**config.mk**
```make
export PLATFORM = sky130hd
export DESIGN_NAME = uart_rx_param
export DESIGN_NICKNAME = d
export VERILOG_FILES = /design/src/rtl/uart_rx_param.sv
export SDC_FILE = /design/constraint.sdc
export NUM_CORES = 1
export LEC_CHECK = 0
export BUFFER_PORTS_ARGS = -buffer_cell sky130_fd_sc_hd__clkbuf_2
export CAP_MARGIN = 20
export CELL_PAD_IN_SITES_DETAIL_PLACEMENT = 0
export CELL_PAD_IN_SITES_GLOBAL_PLACEMENT = 1
export CORE_ASPECT_RATIO = 0.7
export CORE_UTILIZATION = 47
export DETAILED_ROUTE_END_ITERATION = 6
export GPL_TIMING_DRIVEN = 0
export PLACE_DENSITY = 0.75
export SYNTH_ARGS = -nofsm -noshare
export SYNTH_HDL_FRONTEND = slang
export SYNTH_SLANG_ARGS = --single-unit
export TNS_END_PERCENT = 10
```
**constraint.sdc**
```tcl
create_clock -name clk -period 2.3 [get_ports clk]
set_input_delay 0.345 -clock clk [delete_from_list [all_inputs] [get_ports clk]]
set_output_delay 0.345 -clock clk [all_outputs]
set_load 0.01 [all_outputs]
```
**src/rtl/uart_rx_param.sv**
```systemverilog
// uart_rx_param
//   Parametrised UART receiver with 3-sample majority vote at mid-bit,
//   per-frame parity / framing / break flags and a valid/ready holding
//   register with sticky overrun detection.
//
// Ports
//   clk           system clock, rising edge
//   reset         asynchronous active-low reset
//   serial_data   asynchronous serial line, idles high
//   i_rx_ready    consumer accepts the held word when high with o_rx_valid
//   o_rx_valid    holding register contains an unconsumed frame
//   o_rx_data     received data word, bit 0 is the first bit on the line
//   o_parity_err  parity mismatch on the held frame
//   o_frame_err   a checked stop bit was low on the held frame
//   o_break       data, parity and first stop bit were all low
//   o_overrun     sticky: a completed frame was dropped while full
module uart_rx_param #(
    parameter int CLK_PER_BIT = 87,
    parameter int DATA_BITS   = 8,
    parameter int PARITY_MODE = 1,
    parameter int STOP_BITS   = 1,
    parameter int SYNC_STAGES = 2
) (
    input  logic                 clk,
    input  logic                 reset,
    input  logic                 serial_data,
    input  logic                 i_rx_ready,
    output logic                 o_rx_valid,
    output logic [DATA_BITS-1:0] o_rx_data,
    output logic                 o_parity_err,
    output logic                 o_frame_err,
    output logic                 o_break,
    output logic                 o_overrun
);

    localparam int CW = $clog2(CLK_PER_BIT) + 1;
    localparam int BW = $clog2(DATA_BITS);

    localparam logic [CW-1:0] HALF_CNT  = CW'((CLK_PER_BIT - 1) / 2);
    localparam logic [CW-1:0] LAST_CNT  = CW'(CLK_PER_BIT - 1);
    localparam logic [BW-1:0] LAST_BIT  = BW'(DATA_BITS - 1);
    localparam logic          LAST_STOP = 1'(STOP_BITS - 1);
    localparam logic          ODD_PAR   = 1'(PARITY_MODE == 2);

    typedef enum logic [2:0] {
        S_IDLE,
        S_START,
        S_DATA,
        S_PARITY,
        S_STOP,
        S_WAIT_HIGH
    } state_t;

    logic [SYNC_STAGES-1:0] r_sync;
    logic [SYNC_STAGES-1:0] r_fill;
    logic [1:0]             r_hist;
    logic                   r_armed;
    state_t                 r_state;
    logic [CW-1:0]          r_cnt;
    logic [BW-1:0]          r_bit;
    logic                   r_stop_idx;
    logic [DATA_BITS-1:0]   r_shift;
    logic                   r_par;
    logic                   r_perr;
    logic                   r_ferr;
    logic                   r_allz;

    logic w_line;
    logic w_line_real;
    logic w_vote;
    logic w_tick;
    logic w_done;
    logic w_accept;
    logic w_ferr_final;
    logic w_brk_final;

    assign w_line   = r_sync[SYNC_STAGES-1];
    // The synchroniser resets to 1, so its output only reflects the real
    // pin once the reset-time contents have been flushed; arming waits for
    // that, otherwise a line held low through reset would look like a start.
    assign w_line_real = r_fill[SYNC_STAGES-1];
    assign w_vote   = (w_line & r_hist[0]) | (w_line & r_hist[1]) | (r_hist[0] & r_hist[1]);
    assign w_tick   = (r_cnt == LAST_CNT);
    assign w_done   = (r_state == S_STOP) && w_tick && (r_stop_idx == LAST_STOP);
    assign w_accept = ~o_rx_valid | i_rx_ready;

    // Final-sample flags include the vote taken in the completion cycle.
    assign w_ferr_final = r_ferr | ~w_vote;
    assign w_brk_final  = r_allz & (r_stop_idx | ~w_vote);

    always_ff @(posedge clk or negedge reset) begin
        if (!reset) begin
            r_sync       <= '1;
            r_fill       <= '0;
            r_hist       <= '1;
            r_armed      <= 1'b0;
            r_state      <= S_IDLE;
            r_cnt        <= '0;
            r_bit        <= '0;
            r_stop_idx   <= 1'b0;
            r_shift      <= '0;
            r_par        <= 1'b0;
            r_perr       <= 1'b0;
            r_ferr       <= 1'b0;
            r_allz       <= 1'b0;
            o_rx_valid   <= 1'b0;
            o_rx_data    <= '0;
            o_parity_err <= 1'b0;
            o_frame_err  <= 1'b0;
            o_break      <= 1'b0;
            o_overrun    <= 1'b0;
        end else begin
            r_sync <= {r_sync[SYNC_STAGES-2:0], serial_data};
            r_fill <= {r_fill[SYNC_STAGES-2:0], 1'b1};
            r_hist <= {r_hist[0], w_line};
            if (w_line_real && w_line) begin
                r_armed <= 1'b1;
            end

            // Handshake first; a load in the same cycle overrides the clear.
            if (o_rx_valid && i_rx_ready) begin
                o_rx_valid <= 1'b0;
                o_overrun  <= 1'b0;
            end
            if (w_done) begin
                if (w_accept) begin
                    o_rx_valid   <= 1'b1;
                    o_rx_data    <= r_shift;
                    o_parity_err <= (PARITY_MODE != 0) & r_perr;
                    o_frame_err  <= w_ferr_final;
                    o_break      <= w_brk_final;
                end else begin
                    o_overrun    <= 1'b1;
                end
            end

            case (r_state)
                S_IDLE: begin
                    if (r_armed && !w_line) begin
                        r_state <= S_START;
                        r_cnt   <= '0;
                    end
                end
                S_START: begin
                    if (r_cnt == HALF_CNT) begin
                        if (w_vote) begin
                            r_state <= S_IDLE;
                        end else begin
                            r_state    <= S_DATA;
                            r_cnt      <= '0;
                            r_bit      <= '0;
                            r_stop_idx <= 1'b0;
                            r_par      <= 1'b0;
                            r_perr     <= 1'b0;
                            r_ferr     <= 1'b0;
                            r_allz     <= 1'b1;
                        end
                    end else begin
                        r_cnt <= r_cnt + 1'b1;
                    end
                end
                S_DATA: begin
                    if (w_tick) begin
                        r_cnt          <= '0;
                        r_shift[r_bit] <= w_vote;
                        r_par          <= r_par ^ w_vote;
                        r_allz         <= r_allz & ~w_vote;
                        if (r_bit == LAST_BIT) begin
                            r_state <= (PARITY_MODE == 0) ? S_STOP : S_PARITY;
                        end else begin
                            r_bit <= r_bit + 1'b1;
                        end
                    end else begin
                        r_cnt <= r_cnt + 1'b1;
                    end
                end
                S_PARITY: begin
                    if (w_tick) begin
                        r_cnt   <= '0;
                        r_perr  <= ((r_par ^ w_vote) != ODD_PAR);
                        r_allz  <= r_allz & ~w_vote;
                        r_state <= S_STOP;
                    end else begin
                        r_cnt <= r_cnt + 1'b1;
                    end
                end
                S_STOP: begin
                    if (w_tick) begin
                        r_cnt <= '0;
                        if (!w_vote) begin
                            r_ferr <= 1'b1;
                        end
                        if (!r_stop_idx) begin
                            r_allz <= r_allz & ~w_vote;
                        end
                        if (r_stop_idx == LAST_STOP) begin
                            r_state <= w_vote ? S_IDLE : S_WAIT_HIGH;
                        end else begin
                            r_stop_idx <= 1'b1;
                        end
                    end else begin
                        r_cnt <= r_cnt + 1'b1;
                    end
                end
                S_WAIT_HIGH: begin
                    if (w_line) begin
                        r_state <= S_IDLE;
                    end
                end
                default: r_state <= S_IDLE;
            endcase
        end
    end

endmodule

```
==> flow_summary.json, run 1 <==
{
  "dieArea_um2": 5070,
  "fp.coreArea_um2": 4450,
  "cts.clk_slew.worst_paths_ps": 80,
  "clock_latency_ps": 290,
  "cts-root-buf": "clkbuf_8",
  "rsz0062_at_grt": "no",
  "grt_max_degree": 47,
  "antenna_cells": 0,
  "routabilityCongestion": 0.851,
  "vias": 1569,
  "grt_pass1_vias": 1423,
  "drive_gt1_share_pct": 27.1,
  "power_density_nw_per_um2": 792,
  "yosysTopAreaCell": "dfrtp_1",
  "hpwl_um": 3100,
  "drv_cap": 0,
  "vias_per_cell": 5.60,
  "wl_um": 4300,
  "skew_ps": 3.58,
  "synthArstFlopShare_pct": 100,
  "synth_area_um2": 2250,
  "clock-sinks": 46,
  "synth.distinct_cells": 50,
  "die_height_um": 59.9,
  "wl_per_cell_um": 15.4,
  "cts_resized": 0,
  "start_kind": "flip-flop",
  "cp_data_arrival_time_ps": 2310,
  "hold_class": "in2async",
  "syn_area_per_cell_um2": 11.3,
  "tightestPinTransition_ps": 847,
  "initialDrtViolationCount": 136,
  "period_minus_slack_ps": 2140,
  "yosysSeqAreaShare_pct": 51.4,
  "synth-edff-count": 0,
  "ys_ff_latch": 46,
  "fp.dieW_um": 84.7,
  "ys.flop_type": "dfrtp_1",
  "post-route-period-util_pct": 93.1,
  "first_pass_iters": 6,
  "ios": 17,
  "max_slew_margin_pct": 42.1,
  "cts_hold_buffers": 0,
  "cts_buffers": 5,
  "final_antenna_net_count": 0,
  "synth_cells": 200,
  "synth_warnings": 0,
  "tritoncts": "done",
  "start_util_pct": 50.5,
  "rows": 20,
  "grt_pass1_wl_um": 7130,
  "cp-end-kind": "flip-flop",
  "portBuffers": 16,
  "gr-total-overflow": 0,
  "netlist_top_cells_area": "dfrtp_1 47%, mux2_2 8.5%, dfstp_2 4.7%",
  "hold_ws_ps": 55.6,
  "synth_nets": 208,
  "area_growth_pct": 11.9,
  "critPathMaxFanout": 10,
  "final.setup.tns_ps": 0,
  "worstPathRequired_ps": 2470,
  "final_hold_viol_count": 0,
  "drc": 0,
  "p_leak_nw": 1.18,
  "clockBufferDepth": 2,
  "synth_top_area_share_pct": 46.7,
  "cts_setup_buffers": 0,
  "status": "finished clean",
  "critical_path_class": "reg2reg",
  "antenna_found_initial": 0,
  "grtUsageTotal_pct": 18.7,
  "timing.fmax_mhz": 467,
  "final_net_count": 232,
  "setup_viol_count_final": 0,
  "peakVddDrop_mv": 0.440,
  "htreeDepth": 2,
  "drv_slew": 0
}
## synthesized netlist by cell type, drive strengths merged, types with 2 or more instances
cell type and instances:
dfrtp 42, mux2 20, nand2 14, o21ai 13, inv 11, nor2 9
nor3 9, buf 7, o22ai 7, nor3b 6, a21oi 4, dfstp 4
ha 4, nand4 4, and2 3, nand2b 3, nand3 3, a2111oi 2
a21o 2, and4b 2, clkbuf 2, nand3b 2, nor4 2, o221ai 2
o31a 2, o31ai 2, xnor2 2
## critical path: stages (launching register included)
cell,delay [ps]
dfrtp_1,440
ha_1,260
and4b_1,240
a21boi_2,420
nor2_1,240
a311o_1,420
## stage by stage
stage	cells	power (W)	utilization, %	instance area (um2)	setup slack, ps
finish	280	0.00199	56.5	2520	159
global route	280	0.00212	56.5	2520	21.5
global placement	271	0.00148	53.9	2400	222
CTS	279	0.00199	55.9	2490	172
detailed placement	271	0.00150	53.9	2400	185
floorplan	200	0.00135	-	2250	452
## placed cells by master (no fill, tap or decap), types with 2 or more instances in the layout
| master | n |
|---|---|
| a2111oi_0 | 2 |
| a21o_1 | 2 |
| a21oi_1 | 4 |
| and2_1 | 3 |
| and4b_1 | 2 |
| buf_2 | 5 |
| clkbuf_1 | 3 |
| clkbuf_2 | 16 |
| clkbuf_8 | 6 |
| dfrtp_1 | 42 |
| dfstp_2 | 4 |
| ha_1 | 4 |
| inv_1 | 11 |
| mux2_2 | 17 |
| mux2_4 | 3 |
| nand2_1 | 13 |
| nand2b_1 | 3 |
| nand3_1 | 3 |
| nand3b_1 | 2 |
| nand4_1 | 4 |
| nor2_1 | 9 |
| nor3_1 | 8 |
| nor3b_1 | 4 |
| nor3b_2 | 2 |
| nor4_1 | 2 |
| o21ai_0 | 13 |
| o221ai_1 | 2 |
| o22ai_1 | 7 |
| o31a_1 | 2 |
| o31ai_1 | 2 |
| xnor2_1 | 2 |
## final cells by class
cell class | count | area (um2)
Clock buffer | 7 | 86.3
Tap cell | 55 | 68.8
Sequential cell | 46 | 1160
Inverter | 11 | 41.3
Clock inverter | 1 | 5.00
Fill cell | 396 | 1940
Buffer | 9 | 51.3
Multi-Input combinational cell | 134 | 1000
Timing Repair Buffer | 17 | 108
## final timing paths
path | slack, ps | cells after the start | from | end
max reg2reg | 160 | 5 | r_cnt[0] | r_state[2]
min reg2reg | 360 | 0 | r_sync[0] | r_sync[1]
max | 160 | 5 | r_cnt[0] | r_state[2]
min | 60 | 1 | reset | r_state[0]
min in group clk | 120 | 1 | serial_data | r_sync[0]
max in group asynchronous | 1640 | 2 | reset | r_hist[1]
## per-layer routing
layer	vias up	wire length [um]	track usage (%)
met1	743	2210	28.3
met5	-	0	0
met4	0	31	5.81
met3	5	258	4.56
li1	777	-	-
met2	44	1810	26.5
## kinds of logic (layout without fill, tap and decap cells)
kind of cell	Yosys count	count (layout)	synth area share (%)
other	1	1	0.167
multiplexers	20	20	10.5
XOR/XNOR	2	2	0.778
flip-flops	46	46	51.4
buffers and inverters	20	45	4.11
AND/OR/NAND/NOR	64	64	17.1
adder cells (fa/ha/maj)	5	5	2.67
AO/OA/AOI/OAI	42	42	13.3
## power by group
group | internal [W] | switching, W
registers | 0.000871 | 0.0000722
logic | 0.000210 | 0.000347
clock network | 0.000242 | 0.000253
## sequential cells by signal, indices dropped and copies added (netlist names), 2 cells and up
signal and count:
r_cnt 8, r_hist 2, o_rx_data 8, r_state 3, r_fill 2, r_bit 3
r_sync 2, r_shift 8
Power figures use the tool's default switching activity.
==> run 2, diff against run 1 <==
--- a/config.mk
+++ b/config.mk
@@ -13,7 +13,7 @@
 export CORE_UTILIZATION = 47
 export DETAILED_ROUTE_END_ITERATION = 6
 export GPL_TIMING_DRIVEN = 0
-export PLACE_DENSITY = 0.75
+export PLACE_DENSITY_LB_ADDON = 0.1
 export SYNTH_ARGS = -nofsm -noshare
 export SYNTH_HDL_FRONTEND = slang
 export SYNTH_SLANG_ARGS = --single-unit
==> run 2 against run 1 <==
Effect of this change:
- critical path depth up 2
- routed wire length up 2.7%
- sequential power about the same
- clock-buffer cell count unchanged
- register-to-register slack better by 20 ps
- total power up 5.3%
- fmax up 0.93%
- global-route usage up 1.1 points
- sequential cell count unchanged
- utilization up 0.62 points
- clock power up 23%
- cell count up 0.36%
- critical endpoint is now r_state[1]
- largest cell class unchanged
==> flow_summary.json, run 2 (synthesis gave the netlist of run 1 again) <==
{
  "status": "finished clean",
  "cts_buffers": 5,
  "dp.cells": 271,
  "grt_pass1_vias": 1510,
  "post-route-period-util_pct": 92.3,
  "gr-total-overflow": 0,
  "startpoint": "r_cnt[0]",
  "endpoint": "r_state[1]",
  "antenna_found_initial": 0,
  "worstPathRequired_ps": 2480,
  "largestRegisters": "o_rx_data x8, r_cnt x8, r_shift x8",
  "peakVddDrop_mv": 0.449,
  "slowest_delay_ps": 490,
  "final_antenna_net_count": 0,
  "r2r-start": "r_cnt[0]",
  "max_slew_margin_pct": 45.2,
  "rr_worst_depth": 7,
  "skew_ps": 6.34,
  "start_util_pct": 50.5,
  "vias_per_cell": 5.63,
  "portBuffers": 16,
  "clockBufferDepth": 2,
  "clock-sinks": 46,
  "hold_ws_ps": 123,
  "vias": 1582,
  "timing.fmax_mhz": 471,
  "final_net_count": 233,
  "setup_viol_count_final": 0,
  "period_minus_slack_ps": 2120,
  "die_height_um": 59.9,
  "htreeDepth": 2,
  "wl_um": 4420,
  "cp-end-kind": "flip-flop",
  "post_layout_nonfiller_instances": 281,
  "drive_gt1_share_pct": 27.0,
  "grt_max_degree": 47,
  "first_pass_iters": 4,
  "cts.clk_slew.worst_paths_ps": 80,
  "crit_path_top_delay_cell": "nor4_1",
  "cts-root-buf": "clkbuf_8",
  "finalPower_w": 0.00210,
  "antenna_cells": 0,
  "initialDrtViolationCount": 90,
  "tightestPinTransition_ps": 801,
  "critical_path_class": "reg2reg",
  "drv_cap": 0,
  "drc": 0,
  "tritoncts": "done",
  "rows": 20,
  "setup_ws_ps": 178,
  "mostFrequentLayoutCell": "dfrtp_1",
  "ff2ff_setup_slack_ps": 180,
  "p_leak_nw": 1.19,
  "wl_per_cell_um": 15.7,
  "routabilityCongestion": 0.870,
  "r2r-end": "r_state[1]",
  "dieArea_um2": 5070,
  "worstPathCellList": "inv_1 -> ha_1 -> and3b_1 -> buf_4 -> a22oi_4 -> nor4_1 -> mux2_2",
  "cp_data_arrival_time_ps": 2310,
  "drv_slew": 0,
  "place_ws_ps": 200,
  "cts_resized": 0,
  "fp.coreArea_um2": 4450,
  "final.setup.tns_ps": 0,
  "final_cell_mix": "42 x dfrtp_1, 17 x mux2_2, 16 x clkbuf_2, 13 x o21ai_0, 13 x nand2_1",
  "final_hold_viol_count": 0,
  "hpwl_um": 3180,
  "fp.dieW_um": 84.7,
  "hold_class": "in2reg",
  "power_density_nw_per_um2": 825,
  "critPathMaxFanout": 9,
  "rsz0062_at_grt": "no",
  "area_growth_pct": 13.1,
  "clock_latency_ps": 300,
  "start_kind": "flip-flop",
  "grtUsageTotal_pct": 19.8,
  "grt_pass1_wl_um": 7510,
  "ios": 17
}
==> run 2: cell count changes in the layout (fill, tap and decap cells not counted), sizes merged <==
| cell | delta |
|---|---|
| clkinv | -1 |
| dlygate4sd3 | +1 |
| bufinv | +1 |
==> run 2: cell type report <==
class	instances	area (um2)
plain buffers	9	51.3
clock buffers	7	86.3
clock inverters	1	30.0
fillers	377	1910
inverters	11	41.3
multi-input cells	134	1000
flip-flops and latches	46	1160
well taps	55	68.8
repair buffers	18	110
==> run 2: per-stage QoR <==
| step | instance area, um2 | util (%) |
|---|---|---|
| 2_1_floorplan | 2250 | - |
| 3_3_place_gp | 2400 | 53.9 |
| 3_5_place_dp | 2400 | 53.9 |
| 4_1_cts | 2520 | 56.5 |
| 5_1_grt | 2550 | 57.2 |
| 6_report | 2550 | 57.2 |
==> run 2: how the worst min path moves through the flow <==
stage | end | depth (start not counted) | start
2_1_floorplan | o_break | 0 | reset
3_3_place_gp | r_fill[1] | 0 | r_fill[0]
3_5_place_dp | r_fill[1] | 0 | r_fill[0]
4_1_cts | r_sync[0] | 1 | serial_data
5_1_grt | r_sync[0] | 1 | serial_data
6_report | r_sync[0] | 1 | serial_data
==> run 2: what timing repair did <==
item,CTS,global route
endpoints found under the hold margin,0,8
hold buffers,0,1
setup buffers,0,0
==> run 2: worst max-delay path, delay by kind of cell, from the launching register on <==
family	cells	cell delay [ps]
and+or+nand+nor	2	660
DFF	1	440
muxes	1	400
buffers and inverters	2	250
adders and majority gates	1	130
AOI/OAI and AO/OA	1	130
==> run 2: layer usage <==
layer  global-route usage, %  routed length (um)  part of all wire (%)
met1                    29.4                2330                    53
met2                    28.5                1830                    41
met3                    4.56                 199                   4.5
met4                    7.26                  61                   1.4
met5                       0                   0                     0
==> run 2: report_power, final <==
| part | internal [W] | switching, W | total, W |
|---|---|---|---|
| sequential | 0.000871 | 0.0000703 | 0.000941 |
| combinational | 0.000209 | 0.000340 | 0.000549 |
| clock | 0.000354 | 0.000256 | 0.000610 |
